$ cat src/rtl/apb_ram_arbiter_pkg.sv
// Shared types and defaults for the APB RAM arbiter slice.
package apb_ram_arbiter_pkg;

  typedef enum logic [1:0] {
    IDLE   = 2'd0,
    SETUP  = 2'd1,
    ACCESS = 2'd2
  } state_t;

  localparam int DEF_AW             = 32;
  localparam int DEF_DW             = 8;
  localparam int DEF_TIMEOUT_CYCLES = 16;

endpackage

$ cat src/rtl/apb_ram_arbiter_if.sv
// APB bus between the arbiter (master) and the 16x8 RAM (slave).
interface apb_ram_arbiter_if
  import apb_ram_arbiter_pkg::*;
#(
  parameter int AW = DEF_AW,
  parameter int DW = DEF_DW
) ();

  logic [AW-1:0] paddr;
  logic          psel;
  logic          penable;
  logic          pwrite;
  logic [DW-1:0] pwdata;
  logic [DW-1:0] prdata;
  logic          pready;
  logic          pslverr;

  modport master (
    output paddr, psel, penable, pwrite, pwdata,
    input  prdata, pready, pslverr
  );

  modport slave (
    input  paddr, psel, penable, pwrite, pwdata,
    output prdata, pready, pslverr
  );

endinterface

$ cat src/rtl/apb_ram_arbiter_rr_arbiter.sv
// Combinational round-robin picker: searches from last+1 upward, wrapping.
module rr_arbiter #(
  parameter  int NREQ = 4,
  localparam int IW   = (NREQ > 1) ? $clog2(NREQ) : 1
) (
  input  logic [NREQ-1:0] req,
  input  logic [IW-1:0]   last,
  output logic [NREQ-1:0] gnt,
  output logic [IW-1:0]   idx
);

  // Walk from the farthest candidate to the nearest so the nearest hit wins.
  always_comb begin
    gnt = '0;
    idx = '0;
    for (int k = NREQ; k >= 1; k--) begin
      if (req[(int'(last) + k) % NREQ]) begin
        gnt = '0;
        gnt[(int'(last) + k) % NREQ] = 1'b1;
        idx = IW'((int'(last) + k) % NREQ);
      end
    end
  end

endmodule

$ cat src/rtl/apb_ram_arbiter.sv
// Round-robin APB master sharing one APB RAM among NREQ requesters.
// Optional ACCESS-phase timeout: define APB_RAM_ARBITER_TIMEOUT_EN.
module apb_ram_arbiter
  import apb_ram_arbiter_pkg::*;
#(
  parameter int NREQ           = 4,
  parameter int AW             = DEF_AW,
  parameter int DW             = DEF_DW,
  parameter int TIMEOUT_CYCLES = DEF_TIMEOUT_CYCLES
) (
  input  logic              pclk,
  input  logic              presetn,
  input  logic [NREQ-1:0]   req,
  input  logic [NREQ-1:0]   req_write,
  input  logic [NREQ*AW-1:0] req_addr,
  input  logic [NREQ*DW-1:0] req_wdata,
  output logic [NREQ-1:0]   gnt,
  output logic [NREQ-1:0]   done,
  output logic [DW-1:0]     rsp_rdata,
  output logic              rsp_err,
  apb_ram_arbiter_if.master apb,
  output state_t            dbg_state
);

  localparam int IW = (NREQ > 1) ? $clog2(NREQ) : 1;

  if (NREQ < 2 || NREQ > 8 || TIMEOUT_CYCLES < 1) begin : g_bad_params
    $error("apb_ram_arbiter: parameter out of range");
  end

  // Requester handshake: req[i] is held high until done[i] pulses for one
  // cycle; the command fields are sampled only in the cycle the grant is made.
  state_t            state_q, state_n;
  logic [IW-1:0]     last_q, last_n;
  logic [NREQ-1:0]   gnt_q, gnt_n;
  logic [NREQ-1:0]   done_q, done_n;
  logic [DW-1:0]     rsp_rdata_q, rsp_rdata_n;
  logic              rsp_err_q, rsp_err_n;
  logic [AW-1:0]     paddr_q, paddr_n;
  logic              pwrite_q, pwrite_n;
  logic [DW-1:0]     pwdata_q, pwdata_n;
  logic              psel_q, psel_n;
  logic              penable_q, penable_n;
  logic [NREQ-1:0]   req_eff;
  logic [NREQ-1:0]   arb_gnt;
  logic [IW-1:0]     arb_idx;

`ifdef APB_RAM_ARBITER_TIMEOUT_EN
  localparam int TW = $clog2(TIMEOUT_CYCLES + 1);
  logic [TW-1:0] tmo_q, tmo_n;
`endif

  // The owner's req is still high in its done cycle; it is stale, not a new request.
  assign req_eff = req & ~done_q;

  rr_arbiter #(.NREQ(NREQ)) u_arb (
    .req  (req_eff),
    .last (last_q),
    .gnt  (arb_gnt),
    .idx  (arb_idx)
  );

  always_ff @(posedge pclk or negedge presetn) begin
    if (!presetn) begin
      state_q     <= IDLE;
      last_q      <= IW'(NREQ - 1);
      gnt_q       <= '0;
      done_q      <= '0;
      rsp_rdata_q <= '0;
      rsp_err_q   <= 1'b0;
      paddr_q     <= '0;
      pwrite_q    <= 1'b0;
      pwdata_q    <= '0;
      psel_q      <= 1'b0;
      penable_q   <= 1'b0;
`ifdef APB_RAM_ARBITER_TIMEOUT_EN
      tmo_q       <= '0;
`endif
    end else begin
      state_q     <= state_n;
      last_q      <= last_n;
      gnt_q       <= gnt_n;
      done_q      <= done_n;
      rsp_rdata_q <= rsp_rdata_n;
      rsp_err_q   <= rsp_err_n;
      paddr_q     <= paddr_n;
      pwrite_q    <= pwrite_n;
      pwdata_q    <= pwdata_n;
      psel_q      <= psel_n;
      penable_q   <= penable_n;
`ifdef APB_RAM_ARBITER_TIMEOUT_EN
      tmo_q       <= tmo_n;
`endif
    end
  end

  always_comb begin
    state_n     = state_q;
    last_n      = last_q;
    gnt_n       = gnt_q;
    done_n      = '0;
    rsp_rdata_n = rsp_rdata_q;
    rsp_err_n   = rsp_err_q;
    paddr_n     = paddr_q;
    pwrite_n    = pwrite_q;
    pwdata_n    = pwdata_q;
    psel_n      = psel_q;
    penable_n   = penable_q;
`ifdef APB_RAM_ARBITER_TIMEOUT_EN
    tmo_n       = tmo_q;
`endif
    case (state_q)
      IDLE: begin
        if (|req_eff) begin
          paddr_n  = req_addr[int'(arb_idx)*AW +: AW];
          pwdata_n = req_wdata[int'(arb_idx)*DW +: DW];
          pwrite_n = req_write[arb_idx];
          gnt_n    = arb_gnt;
          last_n   = arb_idx;
          psel_n   = 1'b1;
          state_n  = SETUP;
        end
      end
      SETUP: begin
        penable_n = 1'b1;
        state_n   = ACCESS;
`ifdef APB_RAM_ARBITER_TIMEOUT_EN
        tmo_n     = '0;
`endif
      end
      ACCESS: begin
        if (apb.pready) begin
          rsp_rdata_n = pwrite_q ? '0 : apb.prdata;
          rsp_err_n   = apb.pslverr;
          done_n      = gnt_q;
          gnt_n       = '0;
          psel_n      = 1'b0;
          penable_n   = 1'b0;
          state_n     = IDLE;
        end
`ifdef APB_RAM_ARBITER_TIMEOUT_EN
        else if (tmo_q == TW'(TIMEOUT_CYCLES - 1)) begin
          rsp_rdata_n = '0;
          rsp_err_n   = 1'b1;
          done_n      = gnt_q;
          gnt_n       = '0;
          psel_n      = 1'b0;
          penable_n   = 1'b0;
          state_n     = IDLE;
        end else begin
          tmo_n = tmo_q + TW'(1);
        end
`endif
      end
      default: begin
        state_n = IDLE;
      end
    endcase
  end

  assign gnt         = gnt_q;
  assign done        = done_q;
  assign rsp_rdata   = rsp_rdata_q;
  assign rsp_err     = rsp_err_q;
  assign apb.paddr   = paddr_q;
  assign apb.pwrite  = pwrite_q;
  assign apb.pwdata  = pwdata_q;
  assign apb.psel    = psel_q;
  assign apb.penable = penable_q;
  assign dbg_state   = state_q;

endmodule
$ cat src/flat_wrapper.sv
// flat-port wrapper written by rule: the top's interface ports become plain ports
module apb_ram_arbiter_flat import apb_ram_arbiter_pkg::*;
#(
  parameter int NREQ           = 4,
  parameter int AW             = DEF_AW,
  parameter int DW             = DEF_DW,
  parameter int TIMEOUT_CYCLES = DEF_TIMEOUT_CYCLES
)
  (pclk, presetn, req, req_write, req_addr, req_wdata, gnt, done, rsp_rdata, rsp_err, dbg_state, apb_paddr, apb_psel, apb_penable, apb_pwrite, apb_pwdata, apb_prdata, apb_pready, apb_pslverr);
  apb_ram_arbiter_if #(.AW(AW), .DW(DW)) apb_i ();
  input  logic pclk;
  input  logic presetn;
  input  logic [NREQ-1:0] req;
  input  logic [NREQ-1:0] req_write;
  input  logic [NREQ*AW-1:0] req_addr;
  input  logic [NREQ*DW-1:0] req_wdata;
  output logic [NREQ-1:0] gnt;
  output logic [NREQ-1:0] done;
  output logic [DW-1:0] rsp_rdata;
  output logic rsp_err;
  output state_t dbg_state;
  output wire logic [$bits(apb_i.paddr)-1:0] apb_paddr;
  output wire logic [$bits(apb_i.psel)-1:0] apb_psel;
  output wire logic [$bits(apb_i.penable)-1:0] apb_penable;
  output wire logic [$bits(apb_i.pwrite)-1:0] apb_pwrite;
  output wire logic [$bits(apb_i.pwdata)-1:0] apb_pwdata;
  input wire logic [$bits(apb_i.prdata)-1:0] apb_prdata;
  input wire logic [$bits(apb_i.pready)-1:0] apb_pready;
  input wire logic [$bits(apb_i.pslverr)-1:0] apb_pslverr;
  assign apb_paddr = apb_i.paddr;
  assign apb_psel = apb_i.psel;
  assign apb_penable = apb_i.penable;
  assign apb_pwrite = apb_i.pwrite;
  assign apb_pwdata = apb_i.pwdata;
  assign apb_i.prdata = apb_prdata;
  assign apb_i.pready = apb_pready;
  assign apb_i.pslverr = apb_pslverr;
  apb_ram_arbiter #(.NREQ(NREQ), .AW(AW), .DW(DW), .TIMEOUT_CYCLES(TIMEOUT_CYCLES)) u_core (.pclk(pclk), .presetn(presetn), .req(req), .req_write(req_write), .req_addr(req_addr), .req_wdata(req_wdata), .gnt(gnt), .done(done), .rsp_rdata(rsp_rdata), .rsp_err(rsp_err), .apb(apb_i), .dbg_state(dbg_state));
endmodule
$ cat config.mk
export PLATFORM = sky130hd
export DESIGN_NAME = apb_ram_arbiter_flat
export DESIGN_NICKNAME = d
export VERILOG_FILES = /design/src/rtl/apb_ram_arbiter_pkg.sv /design/src/rtl/apb_ram_arbiter_if.sv /design/src/rtl/apb_ram_arbiter_rr_arbiter.sv /design/src/rtl/apb_ram_arbiter.sv /design/src/flat_wrapper.sv
export SDC_FILE = /design/constraint.sdc
export NUM_CORES = 1
export LEC_CHECK = 0
export CAP_MARGIN = 20
export CELL_PAD_IN_SITES_DETAIL_PLACEMENT = 1
export CELL_PAD_IN_SITES_GLOBAL_PLACEMENT = 2
export CORE_ASPECT_RATIO = 1.1
export CORE_MARGIN = 2
export CORE_UTILIZATION = 25
export CTS_CLUSTER_SIZE = 24
export DETAILED_ROUTE_END_ITERATION = 12
export GPL_TIMING_DRIVEN = 0
export PLACE_DENSITY_LB_ADDON = 0.1
export SYNTH_ARGS = -nofsm -noshare
export SYNTH_HDL_FRONTEND = slang
export SYNTH_SLANG_ARGS = --single-unit
$ cat constraint.sdc
create_clock -name pclk -period 5 [get_ports pclk]
set_clock_uncertainty 0.15 [all_clocks]
set_input_delay 1 -clock pclk [delete_from_list [all_inputs] [get_ports pclk]]
set_output_delay 1 -clock pclk [all_outputs]
set_load 0.02 [all_outputs]
-- Word-level counts from Yosys, hierarchy flattened
Cells that the tools add are included.
- memories kept: 0
- ROM bits: 0
- register bits after elaboration: 64
- input bits: 180
- latch bits: 0
- output and inout port bits: 62
- RAM bits: 0
- word-level logic and storage cells: 96
- bitwise operators: 6
- reductions and logical operators: 17
- divide/modulo/power cells: 0
- magnitude comparators: 9
- shift-type cells: 2
- mux-type cells: 43
- multiply operators: 0
- $add $sub $neg: 4
- eq/ne operators: 4
- operators by type and width (kind ; count):
    $shiftx 128x8->32 ; 1
    $mux 4 ; 8
    $shiftx 32x6->8 ; 1
    $lt 3x4->1 const B ; 4
    $mux 1 ; 15
    $ge 3x1->1 const B ; 4
    $mux 2 ; 6
    $bmux 1 s2 ; 5
    $demux 1 s2 ; 4
    $mux 8 ; 1
    $pmux 4 s2 ; 1
    $reduce_and 2->1 ; 4
    $reduce_or 2->1 ; 4
    $pmux 2 s3 ; 1
    $add 2x1->2 const B ; 2
    $add 2x2->2 const B ; 2
    $and 1x1->1 const A ; 4
    $and 4x4->4 ; 1
    $logic_and 1x1->1 ; 4
    $not 4->4 ; 1
    $pmux 1 s2 ; 2
    $reduce_bool 2->1 ; 2
    $reduce_or 4->1 ; 1
    $lt 2x3->1 const B ; 1
    6 further kinds ; 6

-- Logic depth before layout (Yosys ltp)
Gate-level depths: netlist (run 1).
- word-level depth: 13
- depth in mapped cells: 13
- gate-level depth less buffers: 8

-- Modules after synthesis
From an unflattened synthesis (run 1), not the netlist that was laid out.
- cell total of the unflattened synthesis: 275
- area, all modules: 3866.2 um^2
- modules (own cells, without submodules) (module ; seq. area each (um^2) ; instances ; cells an instance ; area an instance (um^2)):
    apb_ram_arbiter ; 1604.0 ; 1 ; 226 ; 3453.3
    rr_arbiter ; 0.0 ; 1 ; 49 ; 412.9

-- Worst setup path after synthesis (run 1)
Ideal clock, no wire load.
- path type: reg2reg
- start point: register u_core.last_q[0]
- end point: register u_core.paddr_q[10], in the netlist u_core.apb.paddr[10]
- path buffers: 4
- data required time: 4699 ps
- setup time: 151 ps
- path slack: 1808 ps
- cell stages (with the launch flop): 12
- arrival: 2891 ps
- clock period less this slack: 3192 ps
- cells stage by stage: dfstp_2 -> buf_2 -> inv_2 -> ha_1 -> clkbuf_1 -> nor4b_1 -> nand2b_1 -> o21ai_0 -> a21oi_1 -> buf_2 -> clkbuf_1 -> a211oi_2
- word-level cells in the longest chain between the ends: 9
- elaborated cells on any way between the ends: 21
- those cells by class: add/sub: 4; shift: 1; mux: 16
- RTL lines (item ; line ; text):
    from (decl) ; apb_ram_arbiter.sv:34 ; logic [IW-1:0] last_q, last_n;
    from (signal assigned) ; apb_ram_arbiter.sv:66 ; last_q <= IW'(NREQ - 1);
    from (signal assigned) ; apb_ram_arbiter.sv:81 ; last_q <= last_n;
    $add 2x1->2 ; apb_ram_arbiter_rr_arbiter.sv:17, apb_ram_arbiter_rr_arbiter.sv:20 ;
    $bmux 1 s2 ; apb_ram_arbiter_rr_arbiter.sv:17 ; if (req[(int'(last) + k) % NREQ]) begin
    $mux 1 (implied by the code) (2 in a row) ; apb_ram_arbiter_rr_arbiter.sv:17 ;
    $mux 2 (3 in a row) ; apb_ram_arbiter_rr_arbiter.sv:17 ;
    $mux 2 (*) ; apb_ram_arbiter_rr_arbiter.sv:17 ;
    $shiftx 128x8->32 (*) ; apb_ram_arbiter.sv:115 ; paddr_n = req_addr[int'(arb_idx)*AW +: AW];
    to (signal assigned) ; apb_ram_arbiter.sv:86 ; paddr_q <= paddr_n;
    to (decl) ; apb_ram_arbiter.sv:39 ; logic [AW-1:0] paddr_q, paddr_n;
Mark *: on every way between the ends. The rest lies on a longest branch, timed or not. The select of a mux whose other input is x is not followed.
A chain may end at the register's enable or synchronous reset.

-- Worst setup path in the final report (run 1)
- start point: input req[0]
- end point: register u_core.paddr_q[5], in the netlist u_core.apb.paddr[5]
- word-level cells in the longest chain between the ends: 9
- elaborated cells on any way between the ends: 20
- those cells by class: shift: 1; mux: 16; bitwise: 1; reduce/logical: 2
- RTL lines (item ; line ; text):
    from (decl) ; flat_wrapper.sv:13 ; input logic [NREQ-1:0] req;
    $and 4x4->4 (*) ; apb_ram_arbiter.sv:54 ; assign req_eff = req & ~done_q;
    $bmux 1 s2 ; apb_ram_arbiter_rr_arbiter.sv:17 ;
    $mux 1 (implied by the code) (2 in a row) ; apb_ram_arbiter_rr_arbiter.sv:17 ;
    $mux 2 (4 in a row) ; apb_ram_arbiter_rr_arbiter.sv:17 ;
    $shiftx 128x8->32 ; apb_ram_arbiter.sv:115 ;
Marked as above.

==> results of run 1 <==
[cells in the mapped netlist, types with 3 or more instances]
cell type  instances
nand3b_1           3
a211oi_2          20
a32oi_1           32
o21bai_1          16
o211ai_1           8
mux2_2             3
nand2_1           18
a211oi_1          44
a21oi_1           17
nor2b_1            3
ha_1               4
o21ai_0           19
clkbuf_1          44
o21ai_1           17
nand3_1            9
buf_2              6
nor2_1            49
a31oi_1           17
a2111oi_0         32
buf_6              4
mux2i_1           24
dfrtp_1           62
mux4_2             7
nor3_1            16
inv_1              7
nand2b_1          29
nor3b_1           24
[cells in the final DEF (no fill, tap or decap), drive strengths merged, types with 16 or more instances in the layout]
cell type and instances:
clkdlybuf4s50 240, a211oi 64, dfrtp 62, clkbuf 53
nor2 49, o21ai 36, a2111oi 33, a32oi 32
nand2b 29, mux2i 24, nor3b 24, nand2 18
a21oi 17, a31oi 17, nor3 16, o21bai 16
buf 16
[kinds of logic (layout without fill, tap and decap cells)]
family	count (synthesis)	count (layout)	share of synthesized area
AO/OA/AOI/OAI	227	227	0.353
AND/OR/NAND/NOR	156	156	0.165
buffers and inverters	67	325	0.0611
flip-flops	64	64	0.323
multiplexers	34	34	0.0868
adder cells (fa/ha/maj)	4	4	0.0101
XOR/XNOR	1	1	0.00176
[power by group]
part | total, uW | internal, uW | switching [uW] | leakage [uW]
Sequential | 986 | 795 | 191 | 0.000755
Combinational | 4270 | 1670 | 2600 | 0.00198
Clock | 639 | 347 | 292 | 0.000139
Total | 5890 | 2810 | 3080 | 0.00288
[per-stage QoR]
step                setup WS [ns]  area, um^2
detailed placement          0.580        7720
global route                0.628        8010
CTS                         0.973        8010
global placement            0.265        7700
floorplan                    1.81        4970
finish                      0.996        8010
[metal layers]
metal	vias up	wire length (um)
li1	2683	-
met1	2830	9200
met2	206	11400
met3	28	1740
met4	2	437
met5	-	13
[state kept, by name, summed over array words and instances, names as in the netlist]
register and cells:
u_core.apb.pwdata 8, u_core.apb.paddr 32, u_core.gnt 4, u_core.last_q 2, u_core.apb.pwrite 1, u_core.done 4
u_core.apb.psel 1, u_core.dbg_state 2, u_core.apb.penable 1, u_core.rsp_err 1, u_core.rsp_rdata 8
[critical path, cell delays in order]
cell and delay [ns]:
clkdlybuf4s50_1 0.50, nand2b_1 0.18, mux4_2 0.61, o31ai_1 0.78, clkbuf_1 0.48, nor3b_1 0.10, a211oi_1 0.32, a211oi_2 0.06
[final cells by class]
class,count,area [um^2]
clock buffers,9,225
plain buffers,58,270
clock inverters,7,62.6
well taps,252,315
fillers,2270,11600
multi-input cells,422,3060
repair buffers,242,2440
flip-flops and latches,64,1600
inverters,9,33.8
[worst paths after layout]
check | from | endpoint | slack, ns | cells after the start
worst max-delay path | req[0] | u_core.apb.paddr[5] | 1.0 | 8
worst min-delay path | u_core.rsp_rdata[6] | u_core.rsp_rdata[6] | 0.34 | 2
worst max register to register | u_core.last_q[0] | u_core.apb.paddr[5] | 1.0 | 9
worst min register to register | u_core.rsp_rdata[6] | u_core.rsp_rdata[6] | 0.34 | 2
max in group asynchronous | presetn | u_core.last_q[0] | 3.72 | 2
min in group asynchronous | presetn | u_core.apb.pwdata[5] | 0.38 | 1
==> results.cfg, run 1 <==
[setup_path]
crit_type = in -> reg
end_kind = register
critPathArrivalTime_ns = 4.05
path_max_fanout = 10
start_kind = input pin
required_ns = 5.04

[floorplanning]
coreArea_um2 = 19700
dieArea_um2 = 21000
die_w_um = 138
initial_core_util = 0.253
ios = 242
rows = 54
die_h_um = 152

[placed_design]
dpl.hpwl_mm = 18.0
gp_congestion = 0.830
dp.cells = 1047
portBuffers = 241

[global_route]
grt_antenna_before_repair = 1
grt_max_degree = 49
grt.met2_usage = 0.380
first_global_vias = 6245
top_usage_layer = met2
grt_pass1_wl_mm = 35.8
grt_util_all_layers = 0.216
met3_usage = 0.0637
grt_overflow = 0
met1_usage = 0.252

[synth]
synth_top_cell_area_share = 0.312
syn_nets = 737
synth_area_leaders = dfrtp_1 (31%), a211oi_1 (6.6%), a2111oi_0 (5.6%)
syn_inst = 553
async_flop_share = 1.00
synth-edff-count = 0
synth-seq-cells = 64
synth_top_area_cell = dfrtp_1
yosysWarnings = 0
synth_area_um2 = 4970
synth_cell_types = 43
synth.avg_cell_area_um2 = 8.99
yosysSeqAreaShare = 0.323
synthFlopType = dfrtp_1

[sta]
tightest_slew_ns = 0.927
fin_crit_ns = 4.00
drv_slew = 0
finalSetupViolations = 0
finalSetupTns_ns = 0
slew_headroom = 0.376
rsz0062_at_grt = no
fin_crit_sh = 0.801
fin_hold_ws_ns = 0.338
fmax_ghz = 0.250
hold_viol_final = 0

[drt]
drc = 0
dr.pass1.iters = 4
vias = 5749
drtIter0Drc = 171
detail-route-antenna-nets = 0
avgRoutedWirePerCell_um = 21.5
via_per_inst = 5.41
wirelength_mm = 22.8

[flow_run]
max_cap_viol_count = 0

[finish]
final_util = 0.408
fin_nets = 990
instances_no_fill = 1063
diodes = 0
synthToLayoutAreaGrowth_pct = 61.1
drive_above_1_share = 0.0814

[run_status]
status = finished clean

[clock_network]
postCtsSetupBuffers = 0
clk_pin_slew_worst_paths_ns = 0.07
clkSinkCount = 64
root_buffer = clkbuf_16
cts_tree = yes
cts_htree_levels = 3
cts_hold_buf = 0
clockBufferDepth = 2
clkLatencyLatePin_ns = 0.35
cts_resized = 0
cts_buffers = 9

[pwr]
irDropWorstVdd_mv = 0.217
powerDensity_nw_per_um2 = 736
p_leak_uw = 0.00288
report.power.total_uw = 5890

[worst_hold_path]
worstHoldPathType = reg -> reg
No activity file was read; power rests on OpenSTA's default activity.
==> run 2: changes to the inputs <==
--- a/config.mk
+++ b/config.mk
@@ -10,7 +10,7 @@
 export CELL_PAD_IN_SITES_GLOBAL_PLACEMENT = 2
 export CORE_ASPECT_RATIO = 1.1
 export CORE_MARGIN = 2
-export CORE_UTILIZATION = 25
+export CORE_UTILIZATION = 23
 export CTS_CLUSTER_SIZE = 24
 export DETAILED_ROUTE_END_ITERATION = 12
 export GPL_TIMING_DRIVEN = 0
==> constraint.sdc (replaced) <==
create_clock -name pclk -period 4.1 [get_ports pclk]
set_clock_uncertainty 0.15 [all_clocks]
set_input_delay 0.82 -clock pclk [delete_from_list [all_inputs] [get_ports pclk]]
set_output_delay 0.82 -clock pclk [all_outputs]
set_load 0.02 [all_outputs]
==> results.cfg, run 2 (synthesis gave the netlist of run 1 again) <==
[run_status]
status = finished clean

[sta]
tightest_slew_ns = 0.823
finalSetupViolations = 0
fin_hold_ws_ns = 0.281
hold_viol_final = 0
drv_slew = 0
fmax_ghz = 0.256
fin_crit_ns = 3.91
slew_headroom = 0.449
layout_setup_ws_ns = 0.194
rsz0062_at_grt = no
fin_crit_sh = 0.953

[setup_path]
path_max_fanout = 11
start_kind = register
required_ns = 4.16
critPathArrivalTime_ns = 3.97
end_kind = register
crit_type = reg -> reg

[finish]
largest_reg_flops = 32
instances_no_fill = 1103
postLayoutCellArea_um2 = 8130
num-fill-cells = 2522
final_util = 0.382
diodes = 0
synthToLayoutAreaGrowth_pct = 63.6
fin_nets = 992
final_common_cell = clkdlybuf4s50_1
drive_above_1_share = 0.0984
most-common-layout-cells = clkdlybuf4s50_1 (240), dfrtp_1 (62), nor2_1 (49), a211oi_1 (44), clkbuf_1 (34)

[clock_network]
cts_buffers = 9
clkLatencyLatePin_ns = 0.34
cts_hold_buf = 0
clockBufferDepth = 2
root_buffer = clkbuf_16
cts_tree = yes
clkSinkCount = 64
cts_htree_levels = 3
clk_pin_slew_worst_paths_ns = 0.06

[drt]
drc = 0
drtIter0Drc = 170
vias = 5699
avgRoutedWirePerCell_um = 21.3
via_per_inst = 5.17
wirelength_mm = 23.5
dr.pass1.iters = 4
detail-route-antenna-nets = 0

[pwr]
p_leak_uw = 0.00294
powerDensity_nw_per_um2 = 905
irDropWorstVdd_mv = 0.344

[floorplanning]
die_h_um = 158
initial_core_util = 0.233
ios = 242
die_w_um = 144
dieArea_um2 = 22800
rows = 56
coreArea_um2 = 21300

[global_route]
grt_antenna_before_repair = 1
grt_pass1_wl_mm = 35.6
first_global_vias = 6189
grt_max_degree = 35
grt_util_all_layers = 0.206
grt_overflow = 0

[worst_hold_path]
worstHoldPathType = in -> async

[placed_design]
placed_area_um2 = 7760
dpl.hpwl_mm = 18.5
dp.cells = 1085
portBuffers = 241
gp_congestion = 0.766
place_ws_ns = -0.235

[flow_run]
max_cap_viol_count = 0
[run 2: cell count changes in the layout (fill, tap and decap cells not counted), sizes merged]
cell | previous run | this run
buf | 16 | 18
clkinv | 2 | 5
inv | 13 | 9
clkinvlp | 1 | 0
bufinv | 0 | 2
[run 2: report_power, final]
group | switching (uW) | total [uW] | internal, uW
clock network | 327 | 861 | 534
registers | 220 | 1190 | 969
logic | 3230 | 5310 | 2080
[run 2: final cells by class]
cell class                 count  area, um^2  share of cell area
sequential                    64        1600               0.197
timing repair buffer         244        2440               0.301
inverter                       9        33.8             0.00415
buffer                        58         283              0.0348
tap                          290         363              0.0446
multi-input combinational    422        3080               0.379
clock inverter                 7        96.3              0.0118
clock buffer                   9         225              0.0277
[run 2: per-stage QoR]
| step | setup TNS (ns) | power (uW) |
|---|---|---|
| 2_1_floorplan | 0 | 4500 |
| 3_3_place_gp | -39.84 | 6390 |
| 3_5_place_dp | -7.66 | 6480 |
| 4_1_cts | 0 | 7390 |
| 5_1_grt | 0 | 7950 |
| 6_report | 0 | 7360 |
[run 2: what timing repair did]
item / in CTS / in global routing
resized for setup: 1 / 23
setup endpoints to repair: 36 / 40
pin swaps: 0 / 2
setup buffers: 0 / 2
[run 2: critical path, stage by stage, from the launching register on]
cell,delay [ns]
dfstp_2,0.56
buf_2,0.23
inv_2,0.16
ha_1,0.40
clkbuf_1,0.34
mux4_2,0.46
a2111oi_4,0.34
buf_4,0.23
or2_1,0.12
buf_4,0.13
buf_6,0.18
mux2i_1,0.34
a211oi_2,0.11
[run 2: final timing paths]
kind,startpoint,end,slack (ns),cells past startpoint
worst min register to register,u_core.rsp_rdata[0],u_core.rsp_rdata[0],0.33,2
worst max-delay path,u_core.last_q[0],u_core.apb.paddr[21],0.19,12
worst max register to register,u_core.last_q[0],u_core.apb.paddr[21],0.19,12
min in group pclk,u_core.rsp_rdata[0],u_core.rsp_rdata[0],0.33,2
max in group asynchronous,presetn,u_core.last_q[0],2.91,2
worst min-delay path,presetn,u_core.done[2],0.28,1
[run 2: metal layers]
metal,vias up,GRT usage,part of all wire,wire (um)
met1,2771,0.243,0.41,9530
met3,33,0.0632,0.077,1820
met4,2,0.0620,0.021,503
met5,-,0,0.00051,12
li1,2683,-,-,-
met2,210,0.359,0.49,11600
==> run 3: changes to the inputs <==
--- a/config.mk
+++ b/config.mk
@@ -18,3 +18,4 @@
 export SYNTH_ARGS = -nofsm -noshare
 export SYNTH_HDL_FRONTEND = slang
 export SYNTH_SLANG_ARGS = --single-unit
+export TNS_END_PERCENT = 20
==> results.cfg, run 3 (synthesis gave the netlist of run 1 again) <==
[run_status]
status = finished clean

[worst_hold_path]
worstHoldPathType = in -> async

[floorplanning]
coreArea_um2 = 21300
ios = 242
initial_core_util = 0.233
die_w_um = 144
rows = 56
die_h_um = 158
dieArea_um2 = 22800

[clock_network]
cts_buffers = 9
clkSinkCount = 64
clockBufferDepth = 2
cts_tree = yes
root_buffer = clkbuf_16
cts_hold_buf = 0
clkLatencyLatePin_ns = 0.34
cts_htree_levels = 3
clk_pin_slew_worst_paths_ns = 0.06

[sta]
finalSetupViolations = 0
rsz0062_at_grt = yes
fin_crit_ns = 3.93
fmax_ghz = 0.254
drv_slew = 0
fin_crit_sh = 0.960
slew_headroom = 0.442
tightest_slew_ns = 0.833
layout_setup_ws_ns = 0.165
hold_viol_final = 0

[pwr]
switching_share = 0.513
p_sw_uw = 3760
powerDensity_nw_per_um2 = 903
clkPwrFrac = 0.117
p_seq_frac = 0.162
internal_power_uw = 3570
combPwrFrac = 0.720
report.power.total_uw = 7330
p_leak_uw = 0.00292
irDropWorstVdd_mv = 0.343

[placed_design]
place_ws_ns = -0.235
placed_area_um2 = 7760
dpl.hpwl_mm = 18.5
portBuffers = 241
gp_congestion = 0.766
dp.cells = 1085

[setup_path]
start_kind = register
timing.rr.end = u_core.apb.paddr[18]
required_ns = 4.13
r2r_cells = 11
critPathArrivalTime_ns = 3.97
end_kind = register
path_max_fanout = 11
reg2reg_from = u_core.last_q[0]
reg2reg_slack_ns = 0.17
crit_type = reg -> reg

[finish]
largest_reg_flops = 32
most-common-layout-cells = clkdlybuf4s50_1 (240), dfrtp_1 (62), nor2_1 (49), a211oi_1 (44), clkbuf_1 (37)
fin_nets = 991
postLayoutCellArea_um2 = 8110
synthToLayoutAreaGrowth_pct = 63.2
instances_no_fill = 1102
diodes = 0
num-fill-cells = 2523
final_common_cell = clkdlybuf4s50_1
final_util = 0.381
drive_above_1_share = 0.0936

[global_route]
grt_overflow = 0
grt_antenna_before_repair = 1
grt_max_degree = 35
grt_pass1_wl_mm = 35.6
grt_util_all_layers = 0.206
first_global_vias = 6189

[drt]
via_per_inst = 5.16
drtIter0Drc = 191
dr.pass1.iters = 4
drc = 0
avgRoutedWirePerCell_um = 21.3
detail-route-antenna-nets = 0
wirelength_mm = 23.4
vias = 5689

[flow_run]
max_cap_viol_count = 0
## run 3: power by group through the flow
| stage | combinational (uW) | clock, uW | sequential [uW] |
|---|---|---|---|
| detailed placement | 5280 | 0 | 1200 |
| floorplan | 3000 | 0 | 1500 |
| CTS | 5310 | 880 | 1200 |
| finish | 5280 | 860 | 1190 |
| global route | 5780 | 905 | 1240 |
| global placement | 5200 | 0 | 1190 |
## run 3: critical path: stages (launching register included)
cell	delay, ns
dfstp_2	0.56
buf_2	0.22
inv_2	0.15
ha_1	0.39
clkbuf_1	0.23
nor4b_1	0.41
nand2b_1	0.17
o21ai_0	0.17
a21oi_1	0.25
buf_2	0.33
clkbuf_1	0.59
a211oi_2	0.14
## run 3: worst max path at each step
stage	to	cells past startpoint	startpoint
after floorplan	u_core.apb.paddr[10]	11	u_core.last_q[0]
after global placement	u_core.apb.paddr[31]	1	presetn
after detailed placement	u_core.apb.pwdata[7]	8	req[0]
after CTS	u_core.apb.paddr[19]	10	u_core.last_q[0]
after global routing	u_core.apb.paddr[18]	10	u_core.last_q[0]
final	u_core.apb.paddr[18]	11	u_core.last_q[0]
## run 3: per-layer routing
layer | global-route usage | vias up | part of all wire
met4 | 0.0620 | 2 | 0.021
met2 | 0.359 | 207 | 0.50
li1 | - | 2682 | -
met5 | 0 | - | 0.00051
met3 | 0.0632 | 34 | 0.077
met1 | 0.243 | 2764 | 0.41
## run 3: layout make-up
type / count / area, um^2 / area share
clock buffers: 9 / 225 / 0.0278
flip-flops and latches: 64 / 1600 / 0.198
well taps: 290 / 363 / 0.0447
plain buffers: 58 / 279 / 0.0344
clock inverters: 7 / 96.3 / 0.0119
multi-input cells: 422 / 3070 / 0.379
inverters: 9 / 33.8 / 0.00416
repair buffers: 243 / 2440 / 0.300
## run 3: per-stage QoR
stage                     TNS (ns)  hold slack (ns)
after global placement      -39.84            0.312
after detailed placement     -7.66            0.323
after global routing        -0.852            0.314
final                            0            0.286
after CTS                        0            0.299
after floorplan                  0            0.374
## run 3: repair_timing
item	in CTS	in global routing
pin swaps	0	1
cloned	0	0
gates resized for setup	1	16
setup endpoints to repair	36	40
buffers inserted	0	1
